### config.mk
export PLATFORM = sky130hd
export DESIGN_NAME = ee354_2048_btn_ctrl
export DESIGN_NICKNAME = d
export VERILOG_FILES = /design/src/rtl/ee354_2048_btn_ctrl.sv
export SDC_FILE = /design/constraint.sdc
export NUM_CORES = 1
export LEC_CHECK = 0
export CORE_MARGIN = 5
export CORE_UTILIZATION = 40
export DETAILED_ROUTE_END_ITERATION = 16
export PLACE_DENSITY = 0.58
export RECOVER_POWER = 50
export SYNTH_ARGS = -nofsm -noshare
export SYNTH_HDL_FRONTEND = slang
export SYNTH_SLANG_ARGS = --single-unit
### constraint.sdc
create_clock -name Clk -period 2.4 [get_ports Clk]
set_input_delay 0.48 -clock Clk [delete_from_list [all_inputs] [get_ports Clk]]
set_output_delay 0.48 -clock Clk [all_outputs]
set_load 0.05 [all_outputs]
### src/rtl/ee354_2048_btn_ctrl.sv
// ee354_2048_btn_ctrl
// Front end of the 2048 game: converts four raw, bouncing push buttons into
// clean one-hot single-cycle move pulses. A move is only issued while the game
// FSM sits in WAIT. After issuing, the block follows the game's WAIT->move->WAIT
// handshake and waits for every button to be released before it accepts
// another press, so a held button never repeats.

module ee354_2048_btn_ctrl #(
    parameter int DB_LIMIT    = 500000,
    parameter int DB_W        = 19,
    parameter int ACK_TIMEOUT = 4
) (
    input  logic        Clk,
    input  logic        Reset_n,
    input  logic        BtnU,
    input  logic        BtnD,
    input  logic        BtnL,
    input  logic        BtnR,
    input  logic        q_Wait,
    output logic        up,
    output logic        down,
    output logic        left,
    output logic        right,
    output logic        busy,
    output logic [1:0]  last_dir,
    output logic [15:0] move_count,
    output logic        ack_err
);

    // Debounce terminal count: the stable level flips on the DB_LIMIT-th
    // consecutive cycle that the synchronised input disagrees with it.
    localparam logic [DB_W-1:0] DB_LAST = DB_W'(DB_LIMIT - 1);

    // The ACK counter only has to reach ACK_TIMEOUT-1.
    localparam int ACK_W = (ACK_TIMEOUT > 1) ? $clog2(ACK_TIMEOUT) : 1;
    localparam logic [ACK_W-1:0] ACK_LAST = ACK_W'(ACK_TIMEOUT - 1);

    typedef enum logic [1:0] {
        S_IDLE     = 2'd0,
        S_ISSUE    = 2'd1,
        S_ACK_WAIT = 2'd2,
        S_RELEASE  = 2'd3
    } state_t;

    // Bit order everywhere: 0 = up, 1 = down, 2 = left, 3 = right.
    logic [3:0] btn_raw;
    logic [3:0] stable_vec;
    logic [3:0] press;

    assign btn_raw = {BtnR, BtnL, BtnD, BtnU};

    generate
        for (genvar gi = 0; gi < 4; gi++) begin : g_btn
            logic            s1_reg;
            logic            s2_reg;
            logic            stable_reg;
            logic            stable_d_reg;
            logic [DB_W-1:0] db_cnt_reg;

            // Synchronise the raw button, debounce it, and keep a delayed copy for edge detection
            always_ff @(posedge Clk or negedge Reset_n) begin
                if (!Reset_n) begin
                    s1_reg       <= 1'b0;
                    s2_reg       <= 1'b0;
                    stable_reg   <= 1'b0;
                    stable_d_reg <= 1'b0;
                    db_cnt_reg   <= '0;
                end else begin
                    s1_reg       <= btn_raw[gi];
                    s2_reg       <= s1_reg;
                    stable_d_reg <= stable_reg;
                    if (s2_reg == stable_reg) begin
                        // Agreement (or a glitch ending) restarts the count.
                        db_cnt_reg <= '0;
                    end else if (db_cnt_reg == DB_LAST) begin
                        stable_reg <= s2_reg;
                        db_cnt_reg <= '0;
                    end else begin
                        db_cnt_reg <= db_cnt_reg + DB_W'(1);
                    end
                end
            end

            assign stable_vec[gi] = stable_reg;
            assign press[gi]      = stable_reg & ~stable_d_reg;
        end
    endgenerate

    state_t           state_reg, state_next;
    logic [1:0]       dir_reg, dir_next;
    logic [ACK_W-1:0] ack_cnt_reg, ack_cnt_next;
    logic [3:0]       pulse_reg, pulse_next;
    logic [1:0]       last_dir_reg, last_dir_next;
    logic [15:0]      move_count_reg, move_count_next;
    logic             ack_err_reg, ack_err_next;

    // Move FSM: next state, selected direction, pulse and bookkeeping updates
    always_comb begin
        state_next      = state_reg;
        dir_next        = dir_reg;
        ack_cnt_next    = ack_cnt_reg;
        pulse_next      = 4'b0000;
        last_dir_next   = last_dir_reg;
        move_count_next = move_count_reg;
        ack_err_next    = ack_err_reg;

        case (state_reg)
            S_IDLE: begin
                // Presses outside IDLE or while the game is busy are simply lost.
                if (q_Wait && (press != 4'b0000)) begin
                    if (press[0]) begin
                        dir_next = 2'd0;
                    end else if (press[1]) begin
                        dir_next = 2'd1;
                    end else if (press[2]) begin
                        dir_next = 2'd2;
                    end else begin
                        dir_next = 2'd3;
                    end
                    state_next = S_ISSUE;
                end
            end
            S_ISSUE: begin
                pulse_next[dir_reg] = 1'b1;
                last_dir_next       = dir_reg;
                move_count_next     = move_count_reg + 16'd1;
                ack_cnt_next        = '0;
                state_next          = S_ACK_WAIT;
            end
            S_ACK_WAIT: begin
                if (!q_Wait) begin
                    state_next = S_RELEASE;
                end else if (ack_cnt_reg == ACK_LAST) begin
                    // Game never left WAIT: flag it and carry on rather than hang.
                    ack_err_next = 1'b1;
                    state_next   = S_RELEASE;
                end else begin
                    ack_cnt_next = ack_cnt_reg + ACK_W'(1);
                end
            end
            S_RELEASE: begin
                // WIN/LOSE keeps q_Wait low, which parks the block here.
                if (q_Wait && (stable_vec == 4'b0000)) begin
                    state_next = S_IDLE;
                end
            end
            default: begin
                state_next = S_IDLE;
            end
        endcase
    end

    // FSM and output registers; reset clears any in-flight pulse immediately
    always_ff @(posedge Clk or negedge Reset_n) begin
        if (!Reset_n) begin
            state_reg      <= S_IDLE;
            dir_reg        <= 2'd0;
            ack_cnt_reg    <= '0;
            pulse_reg      <= 4'b0000;
            last_dir_reg   <= 2'd0;
            move_count_reg <= 16'd0;
            ack_err_reg    <= 1'b0;
        end else begin
            state_reg      <= state_next;
            dir_reg        <= dir_next;
            ack_cnt_reg    <= ack_cnt_next;
            pulse_reg      <= pulse_next;
            last_dir_reg   <= last_dir_next;
            move_count_reg <= move_count_next;
            ack_err_reg    <= ack_err_next;
        end
    end

    assign up         = pulse_reg[0];
    assign down       = pulse_reg[1];
    assign left       = pulse_reg[2];
    assign right      = pulse_reg[3];
    assign busy       = (state_reg != S_IDLE);
    assign last_dir   = last_dir_reg;
    assign move_count = move_count_reg;
    assign ack_err    = ack_err_reg;

endmodule

==> run summary <==
run status = finished, violations left
failing checks = max-capacitance violations, max-slew violations
DRT antenna net count = 0
Clock Power Share = 54.5%
postcts setup bufs = 0
CTS Buf Count = 17
GP Congestion = 0.823
vias per cell = 5.25
crit end category = output pin
Yosys top cell area share = 53.4%
Max Slew Vio Count = 34
CP max stage cell = clkdlybuf4s50_1
antenna cell count = 0
Synth area leader = dfrtp_1
clock transition at the registers of the reported paths = 0.05 ns
Setup-failing EPs final = 0
RSZ-0062 raised after global routing = no
core area = 13,900 sq um
num rows = 43
switch share = 20.7%
CTS sink count = 121
largest net degree at the start of global routing = 39
vias = 4,097
Layout Utilization = 49.3%
Post-synth EDFFs = 0
effective utilization at floorplan = 40.9%
Mapped Cells = 541
Starting DRT DRC Count = 283
fraction of registers with async set/reset = 100%
Setup CP Type = register to output pin
Die Y = 129 um
final-stage net count = 605
first-pass GRT wire length = 19.2 mm
Die Wd = 129 um
slowest cell delay on critical path = 0.84 ns
Final Hold Viols = 0
Leak = 0.00286 uW
worst-case clock buffer depth = 2
Yosys cell types = 49
synth warn = 0
Bufs and invs on worst path = 1
Die ar. = 16,700 sq um
netlist area before placement = 5670 sq um
share of layout cells above drive strength 1 = 11.0%
critical path startpoint category = register
internal power = 3860 uW
worst skew pair latency = 0.41 ns
maxcap violations = 1
period utilization = 90.8%
vias in the first global route = 4,058
Area contributors post-synth = dfrtp_1, xnor2_1, nor2_1
H-tree depth = 4
initial antenna violation count = 0
part of the power in registers = 42.9%
Req. time, crit path = 1.92 ns
post-synthesis sequential area ratio = 53.4%
sw power = 1010 uW
I/O pin total = 31
delay-heaviest family, CP = buffers and inverters
Worst Hold Class = register to register
Main synth FF type = dfrtp_1
Slew HR = -36.6%
number of flip-flops in the largest register = 76
Post-Route WL = 10.8 mm
post-cts sizing count = 0
clock root buffer = clkbuf_16
most frequent cell after synthesis = dfrtp_1
synth cell count leaders = dfrtp_1, nor2_1, xnor2_1
Post-CTS Hold Buffers = 0
syn_nets = 558
CTS tree = yes
DPL Wire Length = 7.38 mm
total global routing overflow = 0
crit-path cells = clkdlybuf4s50_1
Comb power frac = 2.6%
critical-path maximum fanout = 6
fmax = 0.459 GHz
syn_area_per_cell = 10.5 sq um
GR Util All Layers = 14.4%
pwr dens = 711 nW/um^2
peak supply drop = 0.000442 V
Post-Route Skew = 0.00646 ns
#FFs+latches synth = 121
Slew @ Worst Pin = 2.05 ns
Data arrival, critical path = 1.70 ns
TNS Setup = 0 ns
Layout area overhead = 20.6%
Residual DRC = 0
IO Port Bufs = 30
Min Clock Period, post-route = 2.18 ns
drt wl/cell = 13.9 um
DR pass1 iterations = 6
==> worst paths after layout <==
check | startpoint | endpoint | slack [ns] | cells past startpoint
hold / removal | g_btn[2].s1_reg$_DFF_PN0_ | g_btn[2].s2_reg$_DFF_PN0_ | 0.34 | 0
setup / recovery | move_count[6]$_DFFE_PN0P_ | move_count[6] | 0.22 | 1
setup reg to reg | g_btn[2].db_cnt_reg[0]$_DFF_PN0_ | g_btn[2].db_cnt_reg[18]$_DFF_PN0_ | 0.42 | 5
max in group asynchronous | Reset_n | g_btn[0].db_cnt_reg[8]$_DFF_PN0_ | 0.57 | 1
hold reg to reg | g_btn[2].s1_reg$_DFF_PN0_ | g_btn[2].s2_reg$_DFF_PN0_ | 0.34 | 0
min in group asynchronous | Reset_n | move_count[4]$_DFFE_PN0P_ | 0.65 | 1
==> area by class of cell <==
class | instances | area, sq um
fill | 1269 | 7040
sequential | 121 | 3030
multi-input combinational | 388 | 2510
clock buffer | 19 | 443
timing repair buffer | 38 | 377
tap | 180 | 225
clock inverter | 13 | 175
inverter | 22 | 82.6
==> stage by stage <==
step           cell area (sq um)  hold WS [ns]  instances  total power (uW)  setup WS [ns]
2_1_floorplan               5670         0.184        541              2170          0.556
3_3_place_gp                6230         0.335        749              2250          0.395
3_5_place_dp                6230         0.335        749              2260          0.300
4_1_cts                     6850        0.0327        781              4940          0.196
5_1_grt                     6840         0.348        781              5060          0.143
6_report                    6840         0.341        781              4870          0.221
==> metal layers <==
metal	GRT usage (%)	wire length, um	vias to the layer above
li1	-	-	1993
met1	18.4	5090	2021
met3	3.83	404	16
met2	22.9	5120	67
met5	0	0	-
met4	6.36	231	0
==> power groups by stage <==
| stage | sequential [uW] | combinational (uW) | clock [uW] |
|---|---|---|---|
| finish | 2090 | 126 | 2650 |
| floorplan | 2120 | 55.0 | 0 |
| detailed placement | 2120 | 133 | 0 |
| CTS | 2090 | 134 | 2710 |
| global route | 2090 | 151 | 2820 |
| global placement | 2120 | 129 | 0 |
==> cell families after synthesis <==
logic type / after synthesis / share of synthesized area [%]
mux: 10 / 1.96
simple gates: 250 / 23.7
fa+ha+maj: 10 / 2.21
flops: 121 / 53.4
buf+inv: 32 / 2.34
compound gates: 45 / 5.14
xor+xnor: 73 / 11.3
==> layout by cell type, fill, tap and decap left out, drive strengths merged, types with 15 or more instances in the layout <==
master,n
dfrtp,121
a21oi,15
inv,23
nand3,20
nor4,20
nand2,34
nor3,17
xor2,26
clkbuf,20
nand4,30
nor2,75
clkdlybuf4s50,24
xnor2,47
Note: power is estimated with default switching activity, not from simulation.
